`config.mk`:
```
export PLATFORM = sky130hd
export DESIGN_NAME = bin2bcd_seq_flat
export DESIGN_NICKNAME = d
export VERILOG_FILES = /design/src/rtl/bin2bcd_pkg.sv /design/src/rtl/bin2bcd_seq_if.sv /design/src/rtl/bin2bcd_seq_bcd_add3.sv /design/src/rtl/bin2bcd_seq.sv /design/src/flat_wrapper.sv
export SDC_FILE = /design/constraint.sdc
export NUM_CORES = 1
export LEC_CHECK = 0
export ABC_CLOCK_PERIOD_IN_PS = 1700
export CAP_MARGIN = 20
export CORE_UTILIZATION = 49
export DETAILED_ROUTE_END_ITERATION = 8
export PLACE_DENSITY = 0.76
export SLEW_MARGIN = 20
export SYNTH_ARGS = -nofsm -noshare
export SYNTH_HDL_FRONTEND = slang
export SYNTH_SLANG_ARGS = --single-unit
export TNS_END_PERCENT = 20
```
`constraint.sdc`:
```
create_clock -name clk -period 1.7 [get_ports clk]
set_input_delay 0.17 -clock clk [delete_from_list [all_inputs] [get_ports clk]]
set_output_delay 0.17 -clock clk [all_outputs]
set_load 0.02 [all_outputs]
```
`src/rtl/bin2bcd_pkg.sv`:
```
// Shared types and constants for the sequential binary-to-BCD converter.
//   state_e  : converter FSM states (IDLE, SHIFT)
//   BCD_W    : bits per BCD digit
//   BCD_NINE : digit value loaded on overflow
//   ADD3_TH  : digit threshold at or above which +3 is applied before a shift
package bin2bcd_pkg;

  localparam int unsigned BCD_W    = 4;
  localparam logic [3:0]  BCD_NINE = 4'h9;
  localparam logic [3:0]  ADD3_TH  = 4'd5;

  typedef enum logic {
    IDLE  = 1'b0,
    SHIFT = 1'b1
  } state_e;

endpackage : bin2bcd_pkg

```
`src/rtl/bin2bcd_seq_if.sv`:
```
// Handshake/result bundle between a requester and bin2bcd_seq.
//   start : conversion request (requester -> converter)
//   bin   : binary operand, IN_W bits (requester -> converter)
//   busy  : conversion in progress (converter -> requester)
//   valid : one-cycle pulse when bcd/ovf/blank update (converter -> requester)
//   bcd   : packed BCD result, digit 0 in [3:0] (converter -> requester)
//   ovf   : operand exceeded 10^DIGITS-1 (converter -> requester)
//   blank : leading-zero mask, one bit per digit (converter -> requester)
interface bin2bcd_seq_if #(
  parameter int unsigned IN_W   = 18,
  parameter int unsigned DIGITS = 6
) ();

  logic                  start;
  logic [IN_W-1:0]       bin;
  logic                  busy;
  logic                  valid;
  logic [4*DIGITS-1:0]   bcd;
  logic                  ovf;
  logic [DIGITS-1:0]     blank;

  modport master (
    output start, bin,
    input  busy, valid, bcd, ovf, blank
  );

  modport slave (
    input  start, bin,
    output busy, valid, bcd, ovf, blank
  );

endinterface : bin2bcd_seq_if

```
`src/rtl/bin2bcd_seq_bcd_add3.sv`:
```
// Double-dabble digit correction: adds 3 to a BCD digit that is 5 or more.
//   digit_i : working digit before the shift
//   digit_o : corrected digit (combinational)
module bcd_add3
  import bin2bcd_pkg::*;
(
  input  logic [BCD_W-1:0] digit_i,
  output logic [BCD_W-1:0] digit_o
);

  assign digit_o = (digit_i >= ADD3_TH) ? BCD_W'(digit_i + 4'd3) : digit_i;

endmodule : bcd_add3

```
`src/rtl/bin2bcd_seq.sv`:
```
// Sequential double-dabble binary-to-BCD converter, one operand bit per clock.
//   clk   : system clock, rising edge
//   rstn  : asynchronous active-low reset
//   bus   : bin2bcd_seq_if.slave (start/bin in; busy/valid/bcd/ovf/blank out)
// Optional feature macro BIN2BCD_BLANK_EN: when defined, blank carries a
// leading-zero mask computed at completion; otherwise blank is tied to 0.
module bin2bcd_seq
  import bin2bcd_pkg::*;
#(
  parameter int unsigned IN_W   = 18,
  parameter int unsigned DIGITS = 6
) (
  input  logic          clk,
  input  logic          rstn,
  bin2bcd_seq_if.slave  bus
);

  localparam int unsigned BCD_TOT = BCD_W * DIGITS;
  localparam int unsigned CNT_W   = (IN_W > 1) ? $clog2(IN_W) : 1;

  state_e               state_q;
  logic [IN_W-1:0]      sr_q;
  logic [BCD_TOT-1:0]   work_q;
  logic                 sticky_q;
  logic [CNT_W-1:0]     cnt_q;
  logic                 busy_q;
  logic                 valid_q;
  logic [BCD_TOT-1:0]   bcd_q;
  logic                 ovf_q;

  logic [BCD_TOT-1:0]   adj_c;
  logic [IN_W-1:0]      sr_d;
  logic [BCD_TOT-1:0]   work_d;
  logic                 sticky_d;
  logic [BCD_TOT-1:0]   res_d;

  // Per-digit +3 correction ahead of the shift
  for (genvar g = 0; g < DIGITS; g++) begin : g_add3
    bcd_add3 u_add3 (
      .digit_i (work_q[g*BCD_W +: BCD_W]),
      .digit_o (adj_c[g*BCD_W +: BCD_W])
    );
  end

  // One double-dabble iteration: shift {corrected BCD, operand} left by one;
  // the bit falling off the top digit feeds the sticky overflow.
  always_comb begin
    sr_d     = sr_q << 1;
    work_d   = {adj_c[BCD_TOT-2:0], sr_q[IN_W-1]};
    sticky_d = sticky_q | adj_c[BCD_TOT-1];
    res_d    = sticky_d ? {DIGITS{BCD_NINE}} : work_d;
  end

`ifdef BIN2BCD_BLANK_EN
  logic [DIGITS-1:0] blank_q;
  logic [DIGITS-1:0] blank_d;
  logic              zero_run;

  // Walk down from the top digit; digit 0 is never blanked
  always_comb begin
    blank_d  = '0;
    zero_run = 1'b1;
    for (int i = int'(DIGITS) - 1; i >= 1; i--) begin
      zero_run   = zero_run & (res_d[i*BCD_W +: BCD_W] == 4'd0);
      blank_d[i] = zero_run;
    end
  end

  assign bus.blank = blank_q;
`else
  assign bus.blank = '0;
`endif

  // Converter FSM and result registers
  always_ff @(posedge clk or negedge rstn) begin
    if (!rstn) begin
      state_q  <= IDLE;
      sr_q     <= '0;
      work_q   <= '0;
      sticky_q <= 1'b0;
      cnt_q    <= '0;
      busy_q   <= 1'b0;
      valid_q  <= 1'b0;
      bcd_q    <= '0;
      ovf_q    <= 1'b0;
`ifdef BIN2BCD_BLANK_EN
      blank_q  <= '0;
`endif
    end else begin
      valid_q <= 1'b0;
      case (state_q)
        IDLE: begin
          if (bus.start) begin
            sr_q     <= bus.bin;
            work_q   <= '0;
            sticky_q <= 1'b0;
            cnt_q    <= CNT_W'(IN_W - 1);
            busy_q   <= 1'b1;
            state_q  <= SHIFT;
          end
        end
        SHIFT: begin
          sr_q     <= sr_d;
          work_q   <= work_d;
          sticky_q <= sticky_d;
          if (cnt_q == '0) begin
            bcd_q   <= res_d;
            ovf_q   <= sticky_d;
`ifdef BIN2BCD_BLANK_EN
            blank_q <= blank_d;
`endif
            valid_q <= 1'b1;
            busy_q  <= 1'b0;
            state_q <= IDLE;
          end else begin
            cnt_q <= cnt_q - CNT_W'(1);
          end
        end
        default: state_q <= IDLE;
      endcase
    end
  end

  assign bus.busy  = busy_q;
  assign bus.valid = valid_q;
  assign bus.bcd   = bcd_q;
  assign bus.ovf   = ovf_q;

endmodule : bin2bcd_seq
```
`src/flat_wrapper.sv`:
```
// flat-port wrapper written by rule: the top's interface ports become plain ports
module bin2bcd_seq_flat import bin2bcd_pkg::*;
#(
  parameter int unsigned IN_W   = 18,
  parameter int unsigned DIGITS = 6
)
  (clk, rstn, bus_start, bus_bin, bus_busy, bus_valid, bus_bcd, bus_ovf, bus_blank);
  bin2bcd_seq_if #(.IN_W(IN_W), .DIGITS(DIGITS)) bus_i ();
  input  logic clk;
  input  logic rstn;
  input wire logic [$bits(bus_i.start)-1:0] bus_start;
  input wire logic [$bits(bus_i.bin)-1:0] bus_bin;
  output wire logic [$bits(bus_i.busy)-1:0] bus_busy;
  output wire logic [$bits(bus_i.valid)-1:0] bus_valid;
  output wire logic [$bits(bus_i.bcd)-1:0] bus_bcd;
  output wire logic [$bits(bus_i.ovf)-1:0] bus_ovf;
  output wire logic [$bits(bus_i.blank)-1:0] bus_blank;
  assign bus_i.start = bus_start;
  assign bus_i.bin = bus_bin;
  assign bus_busy = bus_i.busy;
  assign bus_valid = bus_i.valid;
  assign bus_bcd = bus_i.bcd;
  assign bus_ovf = bus_i.ovf;
  assign bus_blank = bus_i.blank;
  bin2bcd_seq #(.IN_W(IN_W), .DIGITS(DIGITS)) u_core (.clk(clk), .rstn(rstn), .bus(bus_i));
endmodule
```
==> out/qor.csv, run 1 <==
metric,value,unit
outcome,"complete, no violations",
"Seq/Total Area, Yosys",51.8,%
largest net degree at the start of global routing,78,
worst setup path startpoint,u_core.cnt_q[1],
Crit path required time,1.91,ns
Critical Path Sink Type,register,
Peak Freq,596,MHz
clk sinks,76,
Hold Path Class,in2async,
Gate power share,47.2,%
via/cell ratio,5.36,
GRT overflow,0,
Final Max Tran Viols,0,
Starting DRT DRC Count,182,
Worst Path Max Fanout,3,
WL met1,3110,um
P per Cell Area,1790,nW/um2
"commonest non-fill, non-tap cell in the layout",dfrtp_1,
fin worst setup slack,0.0233,ns
area growth from synthesis to layout,23.9,%
Clock transition at path regs,0.08,ns
worst r2r src,u_core.cnt_q[1],
DRC errors left,0,
CP endpoint,u_core.bus.bcd[23],
Clock Path Buffers,2,
metal3 WL,369,um
htree depth,3,
Psw,0.00317,W
Worst EP arrival,1.89,ns
DR top layer,met4,
reg-to-reg endpoint,u_core.bus.bcd[23],
global-route wire length before repair,12300,um
Post-Route WL,7230,um
DR WL/cell,14.3,um
Clock power frac,14.4,%
fill count,642,
CTS Buf Count,9,
library cells used by synthesis,31,
Synth Warn #,0,
Synth Instances,349,
met2 routed WL,3620,um
crit path launch type,register,
Setup WS pre-CTS,-0.00580,ns
Synth Cell Area,3670,um2
die height,88.6,um
Final setup viols,0,
critical path class,reg2reg,
I/O pin count,54,
nets@finish,437,
post-DP HPWL,4950,um
# diodes,0,
min cycle time layout,1.68,ns
Sw Ratio,38.9,%
std cell rows,31,
setup TNS after final layout,0,ns
Final Wtd Congestion,0.783,
Reg area,1900,um2
Peak VDD IR,0.733,mV
Starting Density,50.6,%
full die area,7840,um2
vias in the first global route,2660,
Syn Area/Cell,10.5,um2
root buf cell,clkbuf_8,
Yosys reg bits,76,
CORE AREA,7250,um2
layout cells sized above 1,11.8,%
multi-input logic area,1670,um2
"Hold Vio Cnt, Final",0,
sequential share of power,38.4,%
max-capacitance violation count,0,
unrepaired setup endpoints after global routing,true,
via count,2711,
antenna-violating nets left,0,
Die Wd,88.6,um
Port Buffers,47,
Final period util,98.6,%
clk_skew,0.00967,ns
worst-skew pair later-pin latency,0.34,ns
TritonCTS clock tree,done,
r2r setup slk,0.02,ns
"commonest cells after routing, fill and taps aside","75 x dfrtp_1, 46 x clkdlybuf4s50_1, 36 x nand2_1, 34 x mux2i_1, 25 x o21ai_0",
initial antenna violation count,0,
first-pass detailed-route iteration total,5,
R2R cell count,6,
Global Route Usage Sum,20.6,%
internal power,0.00498,W
leakage power,2.10,nW
## final cells by class
type,count,share of cell area (%)
sequential,76,41.8
multi-input combinational,237,36.6
timing repair buffer,61,13.8
clock buffer,13,3.27
tap,99,2.72
inverter,18,1.54
clock inverter,2,0.275
## worst max-delay path: stages, from the launching register on
cell	delay [ns]
dfrtp_1	0.40
inv_1	0.07
ha_2	0.18
and4bb_2	0.28
o311ai_2	0.13
buf_4	0.17
o32a_1	0.32
## cell usage after synthesis
| library cell | n | area share [%] |
|---|---|---|
| a21o_1 | 11 | 2.2 |
| a21oi_1 | 28 | 3.8 |
| a22o_1 | 12 | 2.9 |
| and4bb_2 | 1 | 0.34 |
| buf_2 | 6 | 0.82 |
| buf_4 | 8 | 1.6 |
| clkbuf_1 | 9 | 0.92 |
| conb_1 | 1 | 0.10 |
| dfrtp_1 | 76 | 52 |
| ha_1 | 13 | 4.4 |
| inv_1 | 17 | 1.7 |
| inv_2 | 1 | 0.10 |
| mux2_2 | 1 | 0.31 |
| mux2i_1 | 35 | 9.5 |
| nand2_1 | 37 | 3.8 |
| nand2b_1 | 10 | 1.7 |
| nand3_1 | 2 | 0.27 |
| nor2_1 | 16 | 1.6 |
| nor2_2 | 1 | 0.17 |
| nor2b_1 | 1 | 0.17 |
| nor3_1 | 7 | 0.95 |
| nor3b_1 | 15 | 3.1 |
| o21ai_0 | 25 | 3.4 |
| o21ai_1 | 2 | 0.27 |
| o311ai_2 | 1 | 0.44 |
| o31ai_1 | 1 | 0.20 |
| o31ai_2 | 1 | 0.34 |
| o32a_1 | 2 | 0.55 |
| o32ai_1 | 1 | 0.24 |
| o41ai_2 | 1 | 0.44 |
| xnor2_1 | 7 | 1.7 |
## registers in the layout, indices dropped and copies added, names as in the netlist
name and flops:
u_core.bus.ovf 1, u_core.sticky_q 1, u_core.state_q 1, u_core.work_q 24, u_core.bus.bcd 24, u_core.bus.busy 1
u_core.cnt_q 5, u_core.sr_q 18, u_core.bus.valid 1
## worst min path at each step
stage,endpoint,slack [ns],depth (start not counted),from
floorplan,u_core.bus.bcd[0],-0.13,0,rstn
global placement,u_core.bus.bcd[9],0.04,1,rstn
detailed placement,u_core.bus.bcd[10],0.04,1,rstn
CTS,u_core.bus.bcd[9],0.22,2,rstn
global route,u_core.bus.bcd[9],0.23,2,rstn
finish,u_core.bus.bcd[9],0.22,2,rstn
## stage by stage
stage	total power, W	hold slack (ns)	std cells	instance area, um2	util, %
final	0.00816	0.224	506	4550	62.7
after global routing	0.00881	0.230	506	4550	62.7
after CTS	0.00802	0.221	504	4470	61.6
after detailed placement	0.00681	0.0420	488	4290	59.2
after global placement	0.00665	0.0375	488	4290	59.2
after floorplan	0.00553	-0.126	354	3690	-
## cells by family after synthesis
| group | Yosys count | share of synthesized area [%] |
|---|---|---|
| xor gates and xnor gates | 7 | 1.67 |
| buffers and inverters | 41 | 5.21 |
| AOI/OAI and AO/OA | 85 | 14.8 |
| adders and majority gates | 13 | 4.43 |
| muxes | 36 | 9.85 |
| other | 1 | 0.102 |
| DFF | 76 | 51.8 |
| and+or+nand+nor | 90 | 12.1 |
## power by group through the flow
stage	clock, W	sequential [W]	combinational [W]
2_1_floorplan	0	0.00332	0.00221
3_3_place_gp	0	0.00311	0.00354
3_5_place_dp	0	0.00314	0.00367
4_1_cts	0.00121	0.00312	0.00369
5_1_grt	0.00128	0.00324	0.00429
6_report	0.00118	0.00313	0.00385
## per-layer routing
metal | vias to the layer above | GRT usage, %
met3 | 14 | 5.69
met2 | 74 | 34.1
met1 | 1320 | 25.9
met4 | 0 | 7.62
met5 | - | 0
li1 | 1303 | -
## repair_timing
action,in CTS,in global routing
pin swaps,1,5
hold buffers,1,0
hold endpoints to repair,55,0
resized for setup,1,17
buffers inserted,0,2
endpoints found under the setup margin,2,29
No activity file was read; power rests on OpenSTA's default activity.
==> run 2: changes to the inputs <==
- SYNTH_HIERARCHICAL: not set -> 1
==> out/qor.csv, run 2 <==
metric,value,unit
outcome,"complete, but fails checks",
failing checks,negative setup slack,
"commonest cells after routing, fill and taps aside","76 x dfrtp_1, 55 x nand2_1, 46 x clkdlybuf4s50_1, 35 x mux2i_1, 33 x buf_4",
most common cell in the netlist,dfrtp_1,
Worst Path Max Fanout,5,
htree depth,3,
multi-input logic area,1790,um2
Final setup viols,23,
r2r setup slk,-0.18,ns
R2R cell count,7,
Worst EP arrival,2.12,ns
critical path class,reg2reg,
Crit path required time,1.94,ns
Critical Path Sink Type,register,
root buf cell,clkbuf_8,
nets@finish,481,
Psw,0.00370,W
layout cells sized above 1,20.6,%
via/cell ratio,5.24,
GRT overflow,0,
Main synth FF type,dfrtp_1,
post-synth top area share,49.8,%
"commonest non-fill, non-tap cell in the layout",dfrtp_1,
DR WL/cell,15.2,um
crit path launch type,register,
"Largest stage delay, worst path",0.39,ns
Least-Margin Pin Slew,0.676,ns
min cycle time layout,1.88,ns
post-DP HPWL,5450,um
max_slew headroom,54.9,%
I/O pin count,54,
full die area,8150,um2
first-pass detailed-route iteration total,4,
fin util,67.4,%
vias in the first global route,2997,
Peak VDD IR,0.808,mV
Gate power share,52.8,%
library cells used by synthesis,28,
antenna-violating nets left,0,
worst r2r src,u_core/cnt_q[0],
worst-skew pair later-pin latency,0.35,ns
Synth Warn #,6,
CORE AREA,7410,um2
DRC errors left,0,
total power,0.00958,W
via count,2888,
crit-path cells,inv_2 -> ha_4 -> or3b_4 -> nor3_4 -> buf_12 -> clkbuf_16 -> mux2_2,
reg-to-reg endpoint,u_core/bus.bcd[15],
Clock power frac,14.4,%
biggest area consumer among synthesized cells,dfrtp_1,
post-place instance area,4570,um2
TritonCTS clock tree,done,
initial antenna violation count,0,
std cell rows,31,
clk_skew,0.00904,ns
Clock Path Buffers,2,
Peak Freq,532,MHz
# diodes,0,
"Seq/Total Area, Yosys",49.8,%
leakage power,2.24,nW
Clock transition at path regs,0.08,ns
clk sinks,76,
Final Max Tran Viols,0,
Hold Path Class,in2async,
Final period util,111,%
Starting DRT DRC Count,142,
Setup WS pre-CTS,-0.254,ns
global-route wire length before repair,13700,um
Global Route Usage Sum,21.0,%
internal power,0.00587,W
Starting Density,51.5,%
Die Wd,90.3,um
setup TNS after final layout,-2.75,ns
Synth Instances,366,
largest net degree at the start of global routing,40,
area growth from synthesis to layout,30.9,%
max-capacitance violation count,0,
die height,90.3,um
sequential share of power,32.8,%
Post-Route WL,8370,um
"Async S/R FF share, synth",100,%
Reg area,1900,um2
"Design Area, Final",5000,um2
Final Wtd Congestion,0.784,
fill count,554,
Post-synth EDFFs,0,
Synth area leaders,"dfrtp_1 50%, mux2i_1 9.7%, a22o_1 5.5%, nand2_1 5.4%, ha_1 4.3%",
critical path's slowest cell,dfrtp_1,
Synth Cell Area,3820,um2
Sw Ratio,38.7,%
fin worst setup slack,-0.181,ns
"Hold Vio Cnt, Final",0,
Port Buffers,47,
Post-synth top cells,"76 x dfrtp_1, 55 x nand2_1, 37 x mux2i_1, 29 x inv_1, 28 x o21ai_0",
unrepaired setup endpoints after global routing,true,
Syn Area/Cell,10.4,um2
P per Cell Area,1920,nW/um2
Yosys reg bits,76,
CTS Buf Count,9,
## run 2: cell count changes in the layout (fill, tap and decap cells not counted), moves of 11 or more
cell,before,now
or3_1,0,12
nand2_1,36,55
a21oi_1,24,2
nor3b_1,15,0
inv_1,15,26
a22o_1,12,24
buf_4,10,33
a21o_1,11,0
## run 2: layout make-up
| class | count | share of cell area (%) |
|---|---|---|
| Sequential cell | 76 | 38.1 |
| Multi-Input combinational cell | 243 | 35.9 |
| Timing Repair Buffer | 88 | 17.3 |
| Clock buffer | 10 | 2.75 |
| Tap cell | 99 | 2.48 |
| Inverter | 29 | 2.18 |
| Clock inverter | 6 | 1.28 |
## run 2: cells by family (layout without fill, tap and decap cells)
group / count (synthesis) / in the layout / synth area share, %
compound gates: 69 / 70 / 12.2
xor+xnor: 7 / 7 / 1.61
fa+ha+maj: 13 / 13 / 4.26
buf+inv: 53 / 133 / 6.78
flops: 76 / 76 / 49.8
mux: 49 / 49 / 13.2
other cells: 1 / 6 / 0.0982
simple gates: 98 / 98 / 12.0
## run 2: through the flow
step           hold slack (ns)  instances
3_3_place_gp             0.170        528
5_1_grt                  0.364        551
6_report                 0.323        551
4_1_cts                  0.336        545
2_1_floorplan           -0.126        371
3_5_place_dp             0.175        528
## run 2: per-layer routing
| layer | GRT usage [%] | part of all wire [%] |
|---|---|---|
| met5 | 0 | 0 |
| met4 | 5.38 | 0.99 |
| met3 | 5.64 | 5.5 |
| met2 | 36.3 | 51 |
| met1 | 26.0 | 43 |
## run 2: worst max-delay path by stage
| stage | start | to | slack (ns) | cells after the start |
|---|---|---|---|---|
| global route | u_core/cnt_q[0] | u_core/bus.bcd[19] | -0.23 | 7 |
| floorplan | u_core/cnt_q[0] | u_core/bus.bcd[16] | -0.08 | 6 |
| global placement | u_core/work_q[20] | u_core/bus.bcd[10] | -0.14 | 9 |
| finish | u_core/cnt_q[0] | u_core/bus.bcd[15] | -0.18 | 7 |
| CTS | u_core/cnt_q[0] | u_core/bus.bcd[20] | -0.15 | 6 |
| detailed placement | u_core/work_q[20] | u_core/bus.bcd[5] | -0.25 | 9 |
## run 2: power groups by stage
stage	logic (W)	clock network, W	registers [W]
after floorplan	0.00264	0	0.00333
after global placement	0.00428	0	0.00311
after detailed placement	0.00444	0	0.00314
after CTS	0.00449	0.00141	0.00311
after global routing	0.00552	0.00149	0.00324
final	0.00505	0.00138	0.00314
## run 2: critical path: cells and delay by family, from the launching register on
kind,cells,cell delay [ns]
buffers and inverters,3,0.39
flip-flops,1,0.39
adder cells (fa/ha/maj),1,0.13
multiplexers,1,0.32
AND/OR/NAND/NOR,2,0.55
## run 2: timing repair
item | 4_1_cts | 5_1_grt
gates cloned | 0 | 4
gates resized for setup | 3 | 28
buffers inserted | 0 | 2
pin swaps | 0 | 1
setup endpoints to repair | 27 | 46
hold buffers | 1 | 0
endpoints found under the hold margin | 35 | 0
==> run 3: changes to the inputs <==
- CTS_CLUSTER_SIZE: not set -> 20
==> results of run 3 <==
Same layout as run 2: the final DEF is identical, and so are final timing and power.
